`src/rtl/fetch_if.sv`:
```
// Fetch-unit bus: instruction-cache lookup, redirect request and decode-side
// handshake. The fetch unit connects as slave; its environment connects as master.
interface fetch_if;
  logic [63:0] fetch_pc;
  logic [31:0] ic_ir;
  logic        ic_valid;
  logic        redirect_valid;
  logic [63:0] redirect_pc;
  logic        out_valid;
  logic [31:0] out_ir;
  logic [63:0] out_pc;
  logic        out_ready;

  modport master (
    input  fetch_pc, out_valid, out_ir, out_pc,
    output ic_ir, ic_valid, redirect_valid, redirect_pc, out_ready
  );

  modport slave (
    output fetch_pc, out_valid, out_ir, out_pc,
    input  ic_ir, ic_valid, redirect_valid, redirect_pc, out_ready
  );
endinterface

```
`src/rtl/fetch_unit.sv`:
```
// Instruction fetch unit: sequential PC generation with a small instruction
// buffer between the instruction cache and decode; redirects flush and re-steer.
module fetch_unit #(
  parameter int FIFO_DEPTH = 4
) (
  input  logic        clk,
  input  logic        reset,
  input  logic [63:0] entry_pc,
  fetch_if.slave      bus
);

  localparam int PTR_W = $clog2(FIFO_DEPTH);
  localparam int CNT_W = PTR_W + 1;
  localparam logic [CNT_W-1:0] DEPTH_C = CNT_W'(FIFO_DEPTH);

  logic [63:0]      pc_q;
  logic [PTR_W-1:0] rd_ptr;
  logic [PTR_W-1:0] wr_ptr;
  logic [CNT_W-1:0] count;
  logic [63:0]      pc_mem [FIFO_DEPTH];
  logic [31:0]      ir_mem [FIFO_DEPTH];

  logic valid;
  logic push;
  logic pop;

  assign valid = (count != '0);
  assign pop   = valid && bus.out_ready && !bus.redirect_valid;
  // A full buffer still accepts a word when the head leaves in the same cycle.
  assign push  = bus.ic_valid && !bus.redirect_valid && ((count < DEPTH_C) || pop);

  // NOTE: all sequential state uses non-blocking (<=) assignments so every
  // register samples the pre-edge values regardless of statement order.
  always_ff @(posedge clk) begin
    if (reset) begin
      pc_q   <= {entry_pc[63:2], 2'b00};
      rd_ptr <= '0;
      wr_ptr <= '0;
      count  <= '0;
    end else if (bus.redirect_valid) begin
      pc_q   <= {bus.redirect_pc[63:2], 2'b00};
      rd_ptr <= '0;
      wr_ptr <= '0;
      count  <= '0;
    end else begin
      if (push) begin
        wr_ptr <= wr_ptr + PTR_W'(1);
        pc_q   <= pc_q + 64'd4;
      end
      if (pop) begin
        rd_ptr <= rd_ptr + PTR_W'(1);
      end
      case ({push, pop})
        2'b10:   count <= count + CNT_W'(1);
        2'b01:   count <= count - CNT_W'(1);
        default: count <= count;
      endcase
    end
  end

  // NOTE: the entry storage has no reset; count and pointers alone decide
  // which entries are live, so stale data is never presented as valid.
  always_ff @(posedge clk) begin
    if (push && !reset) begin
      pc_mem[wr_ptr] <= pc_q;
      ir_mem[wr_ptr] <= bus.ic_ir;
    end
  end

  assign bus.fetch_pc  = pc_q;
  assign bus.out_valid = valid;
  assign bus.out_ir    = ir_mem[rd_ptr];
  assign bus.out_pc    = pc_mem[rd_ptr];

endmodule

```
`src/flat_wrapper.sv`:
```
// flat-port wrapper written by rule: the top's interface ports become plain ports
module fetch_unit_flat 
#(
  parameter int FIFO_DEPTH = 4
)
  (clk, reset, entry_pc, bus_fetch_pc, bus_out_valid, bus_out_ir, bus_out_pc, bus_ic_ir, bus_ic_valid, bus_redirect_valid, bus_redirect_pc, bus_out_ready);
  fetch_if bus_i ();
  input  logic clk;
  input  logic reset;
  input  logic [63:0] entry_pc;
  output wire logic [$bits(bus_i.fetch_pc)-1:0] bus_fetch_pc;
  output wire logic [$bits(bus_i.out_valid)-1:0] bus_out_valid;
  output wire logic [$bits(bus_i.out_ir)-1:0] bus_out_ir;
  output wire logic [$bits(bus_i.out_pc)-1:0] bus_out_pc;
  input wire logic [$bits(bus_i.ic_ir)-1:0] bus_ic_ir;
  input wire logic [$bits(bus_i.ic_valid)-1:0] bus_ic_valid;
  input wire logic [$bits(bus_i.redirect_valid)-1:0] bus_redirect_valid;
  input wire logic [$bits(bus_i.redirect_pc)-1:0] bus_redirect_pc;
  input wire logic [$bits(bus_i.out_ready)-1:0] bus_out_ready;
  assign bus_fetch_pc = bus_i.fetch_pc;
  assign bus_out_valid = bus_i.out_valid;
  assign bus_out_ir = bus_i.out_ir;
  assign bus_out_pc = bus_i.out_pc;
  assign bus_i.ic_ir = bus_ic_ir;
  assign bus_i.ic_valid = bus_ic_valid;
  assign bus_i.redirect_valid = bus_redirect_valid;
  assign bus_i.redirect_pc = bus_redirect_pc;
  assign bus_i.out_ready = bus_out_ready;
  fetch_unit #(.FIFO_DEPTH(FIFO_DEPTH)) u_core (.clk(clk), .reset(reset), .entry_pc(entry_pc), .bus(bus_i));
endmodule
```
`config.mk`:
```
export PLATFORM = sky130hd
export DESIGN_NAME = fetch_unit_flat
export DESIGN_NICKNAME = d
export VERILOG_FILES = /design/src/rtl/fetch_if.sv /design/src/rtl/fetch_unit.sv /design/src/flat_wrapper.sv
export SDC_FILE = /design/constraint.sdc
export NUM_CORES = 1
export LEC_CHECK = 0
export CORE_ASPECT_RATIO = 1.1
export CORE_MARGIN = 3
export CORE_UTILIZATION = 57
export DETAILED_ROUTE_END_ITERATION = 8
export PLACE_DENSITY = 0.85
export SYNTH_ARGS = -nofsm -noshare
export SYNTH_HDL_FRONTEND = slang
export SYNTH_SLANG_ARGS = --single-unit
```
`constraint.sdc`:
```
create_clock -name clk -period 6.75 [get_ports clk]
set_clock_uncertainty 0.2 [all_clocks]
set_input_delay 1.35 -clock clk [delete_from_list [all_inputs] [get_ports clk]]
set_output_delay 1.35 -clock clk [all_outputs]
set_load 0.01 [all_outputs]
```
### Yosys cells after proc, flatten, opt, wreduce, memory -nomap -nowiden

Memories as Yosys holds them, arrays and structs flattened. A register that Yosys moved wholly into a read port is not among the register bits.
Cells that the tools add are included.
W data, S select, Z words.

* bits in registers: 71
* memory bits (writable): 384
* input port bits: 165
* output and inout bits: 161
* logic and storage cells: 37
* memories kept: 2

Memory list
* u_core.pc_mem: depth 4, width 64, read ports 1, clocked after memory_dff 1, write ports 1, line fetch_unit.sv:20 `logic [63:0] pc_mem [FIFO_DEPTH];`
* u_core.ir_mem: depth 4, width 32, read ports 1, clocked after memory_dff 1, write ports 1, line fetch_unit.sv:21 `logic [31:0] ir_mem [FIFO_DEPTH];`

* add/subtract/negate cells: 5
* order comparisons: 1
* equal/unequal tests: 2
* mux-type cells: 10
* reductions and logical operators: 12

Operator list (number)
* $mux W64: 3
* $add A64 B3 Y64 const B: 1
* $mux W2: 4
* $pmux W3 S2: 1
* $reduce_bool A3 Y1: 2
* $logic_and A1 B1 Y1: 5
* $add A2 B1 Y2 const B: 2
* $add A3 B1 Y3 const B: 1
* $lt A3 B3 Y1 const B: 1
* $sub A3 B1 Y3 const B: 1
* $eq A2 B1 Y1 const B: 1
* $eq A2 B2 Y1 const B: 1
* $logic_not A1 Y1: 2
* $mux W1: 2
* $reduce_bool A2 Y1: 1
* $reduce_or A2 Y1: 1
* $logic_or A1 B1 Y1: 1

### Longest topological paths before layout

* depth in word-level cells: 8
* depth in mapped cells: 10
* depth with buffers taken out: 10

### Worst setup path after synthesis

No wires, ideal clock.

* path type: input to register
* start: input bus_redirect_valid
* end: memory u_core.ir_mem[0][0], enable pin
* library setup time: 464 ps
* arrival: 4453 ps
* required time: 6086 ps
* path slack: 1634 ps
* stages on the path: 6
* path buffers: 2
* path through: clkbuf_1 inv_1 clkbuf_1 o211ai_1 nor2_1 and2_1

* cells in the longest elaborated chain, start to end: 7
* elaborated cells between the ends (all ways): 8
* those cells by class: mux (2); reduce/logical (6)

Ends and longest elaborated chain
* from (decl): line flat_wrapper.sv:17 `input wire logic [$bits(bus_i.redirect_valid)-1:0] bus_redirect_valid;`
* $logic_not A1 Y1 (*): line fetch_unit.sv:28, fetch_unit.sv:30
* $logic_and A1 B1 Y1: line fetch_unit.sv:28 `assign pop = valid && bus.out_ready && !bus.redirect_valid;`
* $logic_or A1 B1 Y1: line fetch_unit.sv:30 `assign push = bus.ic_valid && !bus.redirect_valid && ((count < DEPTH_C) || pop);`
* $logic_and A1 B1 Y1 (*): line fetch_unit.sv:30
* $logic_and A1 B1 Y1 (*): line fetch_unit.sv:64 `if (push && !reset) begin`
* $mux W1 (*): line fetch_unit.sv:64
* $mux W1 (not written as such) (*): line fetch_unit.sv:66 `ir_mem[wr_ptr] <= bus.ic_ir;`
* to (decl): line fetch_unit.sv:21

Every way passes the cells marked *; elsewhere a longest branch is shown, timed or not.

==> results.toml <==
[routing]
routed_wire_length_per_instance_um = 24.7
drtPass1Iterations = 6
antenna_left = 0
detailedRoute.firstIterationViolations = 1035
detailroute.via_count = 11300
post_drt_via_cell_ratio = 6.21
drt_drc_violations_left = 0
detail_route.wirelength_mm = 45.2

[clock_network]
post_cts_buffers = 0
number_of_clock_sinks = 447
cts_buffers = 43
ctsHoldBuffers = 0
clk_path_buf_depth = 3
clkTransAtPathRegs_ns = 0.06
cts-root-buf = "sky130_fd_sc_hd__clkbuf_16"
clock_latency_ns = 0.53
ctsHtreeMaxLevel = 2
tritoncts = "yes"
post_cts_resize_count = 0

[power]
p_switching_mw = 1.31
clock_power_share = 0.362
share_comb_of_total_power = 0.083
sw_frac_of_total = 0.220
max-vdd-ir-drop_mv = 0.191
power_density_nw_per_um2 = 253
internal_pwr_total_mw = 4.63
seqPwrFrac = 0.555
power.leakage_nw = 7.41

[critical_path]
setup.worst_path.end_class = "primary output"
timing.reg2reg.worst_path_depth = 5
worst_path_max_delay_cell = "sky130_fd_sc_hd__dfxtp_4"
critical_path.reg2reg.startpoint = "u_core.bus.fetch_pc[14]"
critical_path_cell_by_cell = "buf_12 -> mux4_2 -> clkdlybuf4s50_1"
cp.depth = 3
critical_path.startpoint_type = "flip-flop"
worst_path_maximum_fanout = 49
cp.buffers_inverters = 2
regToRegSetupSlack_ns = 3.25
critical_path.top_delay_family = "flip-flops"
crit_path_max_incr_delay_ns = 1.01
critPathRequiredTime_ns = 5.20
reg2reg_to = "u_core.bus.fetch_pc[55]"
worstSetupPathType = "reg -> out"
crit_arrival_ns = 3.12

[finish]
area_growth_pct = 26.1
layoutNonFillerInstCount = 1826
drive_above_1_share = 0.130
finalNetCount = 1547

[synth]
netlist.area_leader.share = 0.707
combinational_family_with_the_most_area_after_synthesis = "multiplexers"
synth_seq_cells = 447
share_of_synthesized_flip_flops_with_an_asynchronous_set_or_reset = 0
synth_compound_area_frac = 0.0343
synth_cell_types = 47
ys_dominant_reg_cell = "sky130_fd_sc_hd__edfxtp_1"
synth_area_leaders = "sky130_fd_sc_hd__edfxtp_1 71%, sky130_fd_sc_hd__mux4_2 11%, sky130_fd_sc_hd__mux2i_1 1.7%"
syn-mean-instance-area_um2 = 17.6
yosys-mux-area-fraction = 0.133
yosys.cell_count.top_type = "sky130_fd_sc_hd__edfxtp_1"
synth_simple_gate_area_frac = 0.0807
yosys_warnings = 0
synth_xor_xnor_area_share = 0.0137
synth-seq-area-share = 0.717
synth_area_leader_cell = "sky130_fd_sc_hd__edfxtp_1"
synth_area_um2 = 18600
synth.top_cells.by_count = "438 x sky130_fd_sc_hd__edfxtp_1, 94 x sky130_fd_sc_hd__mux4_2, 71 x sky130_fd_sc_hd__nand2_1, 44 x sky130_fd_sc_hd__clkbuf_1, 41 x sky130_fd_sc_hd__nand3_1"
number_of_enable_flip_flop_cells_after_synthesis = 438
synth_cells = 1058
yosys.area_share.adder = 0.00511

[timing]
final.setup.tns_ns = 0
worst_pin_slew_ns = 1.07
worst_hold_slack_ns = 0.309
worst_slew_margin_rel = 0.279
setup-violations-final = 0
post-route-min-period_ns = 4.67
grt_setup_unrepaired = "false"
final_hold_viol_count = 0
pins_over_their_slew_limit = 0
layout_worst_path_cycle_share = 0.691
achievable-frequency_mhz = 214

[grt]
antenna_found_initial = 1
grt_first_pass_wirelength_mm = 68.4
grt_max_degree = 68
grt_usage = 0.259
grt_pass1_vias = 11700
grt-ovfl-total = 0

[placement]
numPortBuffers = 317
globalplace.congestion = 0.854
placedCellCount = 1750
hpwlAfterDp_mm = 29.0

[die]
die_height_um = 195
coreArea_um2 = 31700
floorplan.initialDensity = 0.586
core.rowCount = 68
io_pins = 326
fp.dieArea_um2 = 34800
die_w_um = 178

[worst_hold_path]
worst_hold_path.num_cells = 2
holdCritStartpoint = "u_core.count[2]"
hold_path_end = "u_core.count[2]"
worst_hold_path_type = "reg -> reg"

[job]
max_cap_viols = 0

[outcome]
run_status = "completed"
==> how the worst max path moves through the flow <==
stage	startpoint	to
floorplan	bus_redirect_valid	u_core.ir_mem[0][0]
global placement	bus_redirect_valid	u_core.ir_mem[0][18]
detailed placement	bus_redirect_valid	u_core.ir_mem[0][18]
CTS	flip-flop	bus_out_pc[25]
global route	flip-flop	bus_out_pc[33]
finish	flip-flop	bus_out_pc[25]
==> cells by family (layout without fill, tap and decap cells) <==
kind of cell,after synthesis,after routing
buffers and inverters,74,418
muxes,129,129
DFF,447,447
xor gates and xnor gates,29,29
adders and majority gates,7,7
other,1,5
AOI/OAI and AO/OA,93,93
and+or+nand+nor,278,278
==> worst reg2reg max path, stage by stage (launching register included) <==
cell and delay, ns:
sky130_fd_sc_hd__edfxtp_1 0.57, sky130_fd_sc_hd__and4_1 0.48, sky130_fd_sc_hd__nand4_1 0.68, sky130_fd_sc_hd__nor4_1 0.97
sky130_fd_sc_hd__mux2i_1 0.28, sky130_fd_sc_hd__nand2_1 0.08
==> power by group through the flow <==
stage | logic [mW] | registers [mW] | clock network (mW)
floorplan | 0.180 | 3.32 | 0
CTS | 0.494 | 3.29 | 2.18
finish | 0.492 | 3.29 | 2.15
detailed placement | 0.490 | 3.35 | 0
global route | 0.526 | 3.31 | 2.29
global placement | 0.480 | 3.34 | 0
==> area by class of cell <==
type                    instances  area [µm²]
clock buffers                  58        1150
fillers                      1835        8290
well taps                     420         526
flip-flops and latches        447       13300
repair buffers                331        3280
clock inverters                17        90.1
multi-input cells             540        5010
diodes                          1        2.50
inverters                      12        45.0
==> registers in the layout (all words and copies together), names as in the netlist, named ones only <==
signal and flops:
u_core.bus.fetch_pc 62, u_core.count 3, u_core.ir_mem 128, u_core.pc_mem 248
u_core.rd_ptr 2, u_core.wr_ptr 2
==> placed cells by master (no fill, tap or decap), types with 17 or more instances in the layout <==
cell	netlist	layout
sky130_fd_sc_hd__clkbuf_16	0	44
sky130_fd_sc_hd__clkdlybuf4s50_1	0	315
sky130_fd_sc_hd__nor2_1	21	19
sky130_fd_sc_hd__nand2_1	71	70
sky130_fd_sc_hd__edfxtp_1	438	438
sky130_fd_sc_hd__a22oi_1	17	17
sky130_fd_sc_hd__mux4_2	94	94
sky130_fd_sc_hd__nand4_1	21	21
sky130_fd_sc_hd__nand3_1	41	41
sky130_fd_sc_hd__and3_1	17	17
sky130_fd_sc_hd__nor4_1	24	24
sky130_fd_sc_hd__mux2i_1	31	31
sky130_fd_sc_hd__nor3_1	25	25
sky130_fd_sc_hd__o21ai_0	19	19
==> metal layers <==
| layer | global-route usage | part of all wire |
|---|---|---|
| met1 | 0.347 | 0.38 |
| met2 | 0.429 | 0.50 |
| met3 | 0.0564 | 0.089 |
| met4 | 0.0808 | 0.032 |
| met5 | 0 | 0 |
==> metrics by stage <==
| step | power [mW] | util | area [µm²] | setup WS [ns] |
|---|---|---|---|---|
| 3_3_place_gp | 3.82 | 0.700 | 22200 | 2.26 |
| 6_report | 5.94 | 0.739 | 23400 | 2.08 |
| 5_1_grt | 6.12 | 0.739 | 23400 | 1.82 |
| 4_1_cts | 5.96 | 0.739 | 23400 | 1.97 |
| 3_5_place_dp | 3.84 | 0.700 | 22200 | 2.21 |
| 2_1_floorplan | 3.50 | - | 18600 | 1.63 |
No activity file was read; power rests on OpenSTA's default activity.
